===== src/rtl/stencil_pkg.sv =====
// Shared types, default parameters and window-layout helper for the stencil window generator.
package stencil_pkg;

  typedef enum logic [0:0] {StFill, StStream} state_e;

  localparam int unsigned DefBw      = 32;
  localparam int unsigned DefSt      = 3;
  localparam int unsigned DefColumns = 6;

  // Bit offset of element (column c, row r) in a flattened window, column 0 oldest.
  function automatic int unsigned win_off(input int unsigned c, input int unsigned r,
                                          input int unsigned st, input int unsigned bw);
    return (c * st + r) * bw;
  endfunction

endpackage


===== src/rtl/stencil_col_shreg.sv =====
// ST-deep column shift register; slot 0 holds the oldest column, slot ST-1 the newest.
module stencil_col_shreg #(
  parameter int unsigned BW = 32,
  parameter int unsigned ST = 3
) (
  input  logic               clk_i,
  input  logic               rst_ni,
  input  logic               shift_i,
  input  logic [BW*ST-1:0]   col_i,
  output logic [BW*ST*ST-1:0] cols_next_o
);

  logic [ST-1:0][BW*ST-1:0] cols_q, cols_d;

  always_comb begin
    cols_d = cols_q;
    if (shift_i) begin
      for (int unsigned c = 0; c < ST - 1; c++) begin
        cols_d[c] = cols_q[c+1];
      end
      cols_d[ST-1] = col_i;
    end
  end

  always_ff @(posedge clk_i or negedge rst_ni) begin
    if (!rst_ni) begin
      cols_q <= '0;
    end else begin
      cols_q <= cols_d;
    end
  end

  // Post-shift contents are exactly the window to register on an emitting accept.
  assign cols_next_o = cols_d;

endmodule


===== src/rtl/stencil_window_gen.sv =====
// Streams ST x ST windows over column vectors of a COLUMNS-wide strip.
// Optional windowed element sum enabled by defining STENCIL_WINDOW_SUM_EN.
module stencil_window_gen
  import stencil_pkg::*;
#(
  parameter int unsigned BW      = DefBw,
  parameter int unsigned ST      = DefSt,
  parameter int unsigned COLUMNS = DefColumns
) (
  input  logic                       clock,
  input  logic                       reset_n,
  input  logic                       io_in_valid,
  output logic                       io_in_ready,
  input  logic [BW*ST-1:0]           io_in_data,
  output logic                       io_out_valid,
  input  logic                       io_out_ready,
  output logic [BW*ST*ST-1:0]        io_out_window,
  output logic [$clog2(COLUMNS)-1:0] io_out_col_idx,
  output logic                       io_out_last
`ifdef STENCIL_WINDOW_SUM_EN
  ,
  output logic [BW+$clog2(ST*ST)-1:0] io_out_sum
`endif
);

  localparam int unsigned CW = $clog2(COLUMNS);
  localparam int unsigned WW = BW * ST * ST;
  localparam logic [CW-1:0] FillLastCol = CW'(ST - 2);
  localparam logic [CW-1:0] LastCol     = CW'(COLUMNS - 1);

  state_e          state_q, state_d;
  logic [CW-1:0]   col_q, col_d;
  logic            valid_q, valid_d;
  logic [WW-1:0]   window_q, window_d;
  logic [CW-1:0]   idx_q, idx_d;
  logic            last_q, last_d;
  logic [WW-1:0]   win_next;
  logic            accept;
  logic            emit;

  assign io_in_ready = !valid_q || io_out_ready;
  assign accept      = io_in_valid && io_in_ready;
  assign emit        = accept && (state_q == StStream);

  stencil_col_shreg #(
    .BW(BW),
    .ST(ST)
  ) u_col_shreg (
    .clk_i      (clock),
    .rst_ni     (reset_n),
    .shift_i    (accept),
    .col_i      (io_in_data),
    .cols_next_o(win_next)
  );

  // STREAM means ST-1 columns of the current strip are already held.
  always_comb begin
    state_d = state_q;
    col_d   = col_q;
    if (accept) begin
      col_d = (col_q == LastCol) ? '0 : col_q + CW'(1);
      unique case (state_q)
        StFill:   if (col_q == FillLastCol) state_d = StStream;
        StStream: if (col_q == LastCol) state_d = StFill;
        default:  state_d = StFill;
      endcase
    end
  end

  always_comb begin
    valid_d  = valid_q;
    window_d = window_q;
    idx_d    = idx_q;
    last_d   = last_q;
    if (emit) begin
      valid_d  = 1'b1;
      window_d = win_next;
      idx_d    = col_q;
      last_d   = (col_q == LastCol);
    end else if (io_out_ready) begin
      valid_d  = 1'b0;
    end
  end

  always_ff @(posedge clock or negedge reset_n) begin
    if (!reset_n) begin
      state_q  <= StFill;
      col_q    <= '0;
      valid_q  <= 1'b0;
      window_q <= '0;
      idx_q    <= '0;
      last_q   <= 1'b0;
    end else begin
      state_q  <= state_d;
      col_q    <= col_d;
      valid_q  <= valid_d;
      window_q <= window_d;
      idx_q    <= idx_d;
      last_q   <= last_d;
    end
  end

  assign io_out_valid   = valid_q;
  assign io_out_window  = window_q;
  assign io_out_col_idx = idx_q;
  assign io_out_last    = last_q;

`ifdef STENCIL_WINDOW_SUM_EN
  localparam int unsigned SW = BW + $clog2(ST * ST);

  logic [SW-1:0] sum_q, sum_d, win_sum;

  always_comb begin
    win_sum = '0;
    for (int unsigned c = 0; c < ST; c++) begin
      for (int unsigned r = 0; r < ST; r++) begin
        win_sum = win_sum + SW'(win_next[win_off(c, r, ST, BW) +: BW]);
      end
    end
    sum_d = emit ? win_sum : sum_q;
  end

  always_ff @(posedge clock or negedge reset_n) begin
    if (!reset_n) begin
      sum_q <= '0;
    end else begin
      sum_q <= sum_d;
    end
  end

  assign io_out_sum = sum_q;
`endif

endmodule

===== config.mk =====
export PLATFORM = sky130hd
export DESIGN_NAME = stencil_window_gen
export DESIGN_NICKNAME = d
export VERILOG_FILES = /design/src/rtl/stencil_pkg.sv /design/src/rtl/stencil_col_shreg.sv /design/src/rtl/stencil_window_gen.sv
export SDC_FILE = /design/constraint.sdc
export NUM_CORES = 1
export LEC_CHECK = 0
export ABC_CLOCK_PERIOD_IN_PS = 1600
export CAP_MARGIN = 25
export CORE_MARGIN = 1
export CORE_UTILIZATION = 51
export CTS_CLUSTER_DIAMETER = 40
export DETAILED_ROUTE_END_ITERATION = 16
export PLACE_DENSITY = 0.78
export SLEW_MARGIN = 20
export SYNTH_ARGS = -nofsm -noshare
export SYNTH_HDL_FRONTEND = slang
export SYNTH_SLANG_ARGS = --single-unit

===== constraint.sdc =====
create_clock -name clock -period 1.6 [get_ports clock]
set_input_delay 0.32 -clock clock [delete_from_list [all_inputs] [get_ports clock]]
set_output_delay 0.32 -clock clock [all_outputs]
set_load 0.1 [all_outputs]

; After elaboration in Yosys (flattened, before gate mapping)
; Cells that the tools add are included.
[totals]
regBits = 585
inputBits = 100
output_inout_bits = 294
word_cells = 25
[op_classes]
bitwise = 1
n_eq_ne = 2
addsub = 1
reduce_logical = 5
n_mux = 7
[op_table]
columns = op, count
row1 = two-way mux 288 bit, 1
row2 = two-way mux 1 bit, 4
row3 = "adder 3 x 1 -> 3 bit, second input constant", 1
row4 = "equality test 3 x 1 -> 1 bit, second input constant", 1
row5 = "equality test 3 bit, second input constant", 1
row6 = two-way mux 3 bit, 1
row7 = logical AND 1 bit, 2
row8 = one-hot mux 1 bit (2 select lines), 1
row9 = nonzero test 2 bit, 1
row10 = logical NOT 1 bit, 1
row11 = logical OR 1 bit, 1
row12 = inverter 1 bit, 1

; Logic depth before layout (Yosys ltp)
[depth]
ltp_word = 5
depth_mapped = 6
depth_no_buf = 3

; Cells and area by module
; From an unflattened synthesis, not the netlist that was laid out.
[hier_totals]
cells_unflattened = 1243
area_unflattened_um2 = 23717.7
[modules_own_cells]
columns = mod, cells_each, area_each_um2, instances
row1 = stencil_window_gen, 635, 12190.4, 1
row2 = stencil_col_shreg, 608, 11527.3, 1

; Least setup slack after synthesis
; No wires, ideal clock.
[synth_path]
kind = register -> register
startpoint = register valid_q (netlist: io_out_valid)
endpoint = register window_q[100] (netlist: io_out_window[100])
setup_time_ns = 0.125
period_less_slack_ns = 2.195
stages_incl_launch_ff = 7
arrival_time_ns = 2.070
setup_slack_ns = -0.595
path_cell_list = dfrtp_1 > nand2b_1 > buf_4 > nand3_4 > buf_6 > buf_6 > mux2_4
[synth_between]
elab_chain_len = 4
[synth_lines]
columns = element, line_no
row1 = from (decl), stencil_window_gen.sv:33  ; logic valid_q, valid_d;
row2 = from (signal assigned), stencil_window_gen.sv:96  ; valid_q <= valid_d;
row3 = logical NOT 1 bit *, stencil_window_gen.sv:41  ; assign io_in_ready = !valid_q || io_out_ready;
row4 = logical OR 1 bit *, stencil_window_gen.sv:41
row5 = via io_in_ready, stencil_window_gen.sv:13  ; output logic io_in_ready,
row6 = logical AND 1 bit *, stencil_window_gen.sv:42  ; assign accept = io_in_valid && io_in_ready;
row7 = two-way mux 288 bit or logical AND 1 bit (tied branches), "stencil_col_shreg.sv:17, stencil_window_gen.sv:43"
row8 = to (signal assigned), stencil_window_gen.sv:97  ; window_q <= window_d;
row9 = to (decl), stencil_window_gen.sv:34  ; logic [WW-1:0] window_q, window_d;
; The timed path passes the listed nets; every way through them passes the cells marked *.
; A chain may end at the register's enable or synchronous reset.

; Worst setup path after layout
[layout_path]
startpoint = register valid_q (netlist: io_out_valid)
endpoint = register window_q[77] (netlist: io_out_window[77])
[layout_between]
elab_chain_len = 4
[layout_lines]
columns = element, line_no
row1 = logical NOT 1 bit *, stencil_window_gen.sv:41
row2 = logical OR 1 bit *, stencil_window_gen.sv:41
row3 = logical AND 1 bit *, stencil_window_gen.sv:42
row4 = two-way mux 288 bit or logical AND 1 bit (tied branches), "stencil_col_shreg.sv:17, stencil_window_gen.sv:43"
; Every way passes the cells marked *; elsewhere a longest branch is shown, timed or not.

==> impl_metrics.csv <==
group,metric,value,unit
timing,finalSetupTns,-17.19,ns
placement,numPortBuffers,393,
final_layout,syn_to_final_growth,52.0,%
global_route,grt_max_degree,88,
critical_path,arrival,2.23,ns
timing,setup_ws,-0.162,ns
final_layout,fill_cells,1800,
placement,dpl.hpwl,31.2,mm
clock_network,cts_buffer_depth,3,
detailed_routing,via_per_inst,5.22,
die,row_count,70,
critical_path,cp-end-kind,"register",
global_route,antenna_found_initial,0,
timing,slew_violations,0,
placement,gp_congestion,0.779,
clock_network,cts_root_buf,"clkbuf_16",
timing,period_share,1.10,
die,start_util,0.521,
final_layout,drive_above_1_share,0.576,
die,num_io_pins,394,
job,drv_cap,0,
timing,tightest_slew,0.454,ns
yosys,syn-instance-count,1043,
yosys,synth_area,0.0192,mm²
global_route,grt_use_total,0.252,
detailed_routing,first_pass_iters,4,
placement,dpl.cell_count,1923,
yosys,synth_edf_count,0,
outcome,status,"finished with violations",
timing,setup_violations,266,
yosys,ys_ff_latch,489,
timing,max_freq,568,MHz
critical_path,r2r_setup_slack,-0.16,ns
critical_path,crit_type,"reg -> reg",
yosys,muxShareOfSynthArea,0.325,
placement,pre_cts_ws,-0.431,ns
final_layout,fin_cells,2039,
die,coreArea,0.0368,mm²
yosys,yosys.area_share.simple,0.00372,
yosys,postSynth.asyncResetShare,1.00,
yosys,synth_seq_area_share,0.639,
detailed_routing,drc,0,
global_route,grt-ovfl-total,0,
final_layout,num_antenna_cells,0,
yosys,synth_top_area_share,0.639,
global_route,grt_pass1_wl,74.1,mm
hold_path,hold_class,"in -> async",
global_route,grt_pass1_vias,12185,
critical_path,cp.required,2.07,ns
yosys,synth_xor_area_frac,0.000457,
yosys,yosys-top-cells-area,"dfrtp_1 (64%), mux2_4 (16%), mux2_2 (13%)",
final_layout,final_cell_mix,"dfrtp_1 (487), buf_12 (319), mux2_2 (216)",
timing,grt_setup_unrepaired,"yes",
die,die_w,196,µm
clock_network,worst_setup_hold_path_clk_slew,0.06,ns
outcome,violations,"setup timing",
yosys,yosysWarnings,0,
clock_network,cts_htree_levels,2,
yosys,synth_compound_area_frac,0,
yosys,ys_types,19,
clock_network,clk_latency,0.60,ns
yosys,avgSynthCellArea,18.4,µm²
final_layout,layout.nets,1624,
critical_path,start_kind,"register",
timing,skew,0.0199,ns
timing,hold_ws,0.193,ns
timing,hold_viol,0,
critical_path,cp_max_fo,15,
detailed_routing,vias,10636,
yosys,synthesis.nets,1143,
final_layout,final_common_cell,"dfrtp_1",
timing,relSlewSlack,0.697,
yosys,yosysTopAreaCell,"dfrtp_1",
timing,period_needed,1.76,ns
die,dieArea,0.0383,mm²
detailed_routing,ant_nets,0,
detailed_routing,drtIter0Drc,388,
yosys,synth_flop_cell,"dfrtp_1",
detailed_routing,drt_wl_total,47.1,mm
clock_network,numCtsBuffers,61,
clock_network,cts_tree,"yes",
clock_network,cts_sinks,489,
detailed_routing,wl_per_cell,23.1,µm
die,die_h,196,µm
yosys,synth_top_family_by_area,"multiplexers",
yosys,synth_fa_ha_area_frac,0,
-- registers in the layout, indices dropped and copies added (netlist names), named ones only --
signal / cells
io_out_window: 288
io_out_valid: 1
io_out_col_idx: 3
io_out_last: 1
col_q: 3
u_col_shreg.cols_q: 192
-- critical path: stages, from the launching register on --
cell and delay (ns):
dfrtp_4 0.49, nand2b_4 0.08, buf_4 0.16, nand3_4 0.11
buf_6 0.17, bufbuf_16 0.30, mux2_4 0.31
-- cell families (layout without fill, tap and decap cells) --
logic type    Yosys count  in the layout
xor+xnor                1              1
simple gates            9              9
buf+inv                57            585
mux                   487            487
flops                 489            489
-- synth_stat cells, types with 2 or more instances --
| master | count |
|---|---|
| mux2_2 | 217 |
| buf_6 | 51 |
| mux2_1 | 69 |
| dfrtp_1 | 489 |
| buf_4 | 2 |
| mux2_4 | 200 |
| buf_2 | 3 |
-- final timing paths --
| kind | from | end | depth (start not counted) |
|---|---|---|---|
| max | io_out_valid$_DFFE_PN0P_ | io_out_window[77]$_DFFE_PN0P_ | 6 |
| min | reset_n | io_out_window[286]$_DFFE_PN0P_ | 2 |
| max reg2reg | io_out_valid$_DFFE_PN0P_ | io_out_window[77]$_DFFE_PN0P_ | 6 |
| min reg2reg | u_col_shreg.cols_q[149]$_DFF_PN0_ | io_out_window[53]$_DFFE_PN0P_ | 1 |
| max in group asynchronous | reset_n | io_out_window[143]$_DFFE_PN0P_ | 3 |
| min in group clock | io_in_data[91] | io_out_window[283]$_DFFE_PN0P_ | 2 |
-- stage by stage --
step                       util  area [µm²]
after floorplan               -       19200
after global placement    0.732       26900
after detailed placement  0.732       26900
after CTS                 0.790       29100
after global routing      0.791       29100
final                     0.791       29100
-- timing repair --
| item | 4_1_cts | 5_1_grt |
|---|---|---|
| resized for setup | 10 | 1 |
| setup endpoints to repair | 22 | 364 |
| gates cloned | 1 | 2 |
| hold buffers | 1 | 0 |
| buffers inserted | 2 | 0 |
| pin swaps | 0 | 0 |
| hold endpoints to repair | 291 | 0 |
-- per-layer routing --
metal	GRT usage	vias to the layer above	wire length, µm
li1	-	4650	-
met1	0.310	5558	18700
met2	0.427	334	24000
met3	0.0674	94	2930
met4	0.0969	0	1540
met5	0	-	0
-- final cells by class --
class | count | area (µm²) | share of cell area
timing repair buffer | 474 | 7910 | 0.272
inverter | 1 | 3.75 | 0.000129
multi-input combinational | 497 | 6340 | 0.218
clock buffer | 71 | 1620 | 0.0558
clock inverter | 39 | 410 | 0.0141
sequential | 489 | 12200 | 0.420
tap | 468 | 586 | 0.0201
Power is not shown: default switching activity piles up to over one toggle a cycle in this logic, so the estimate is an artifact.
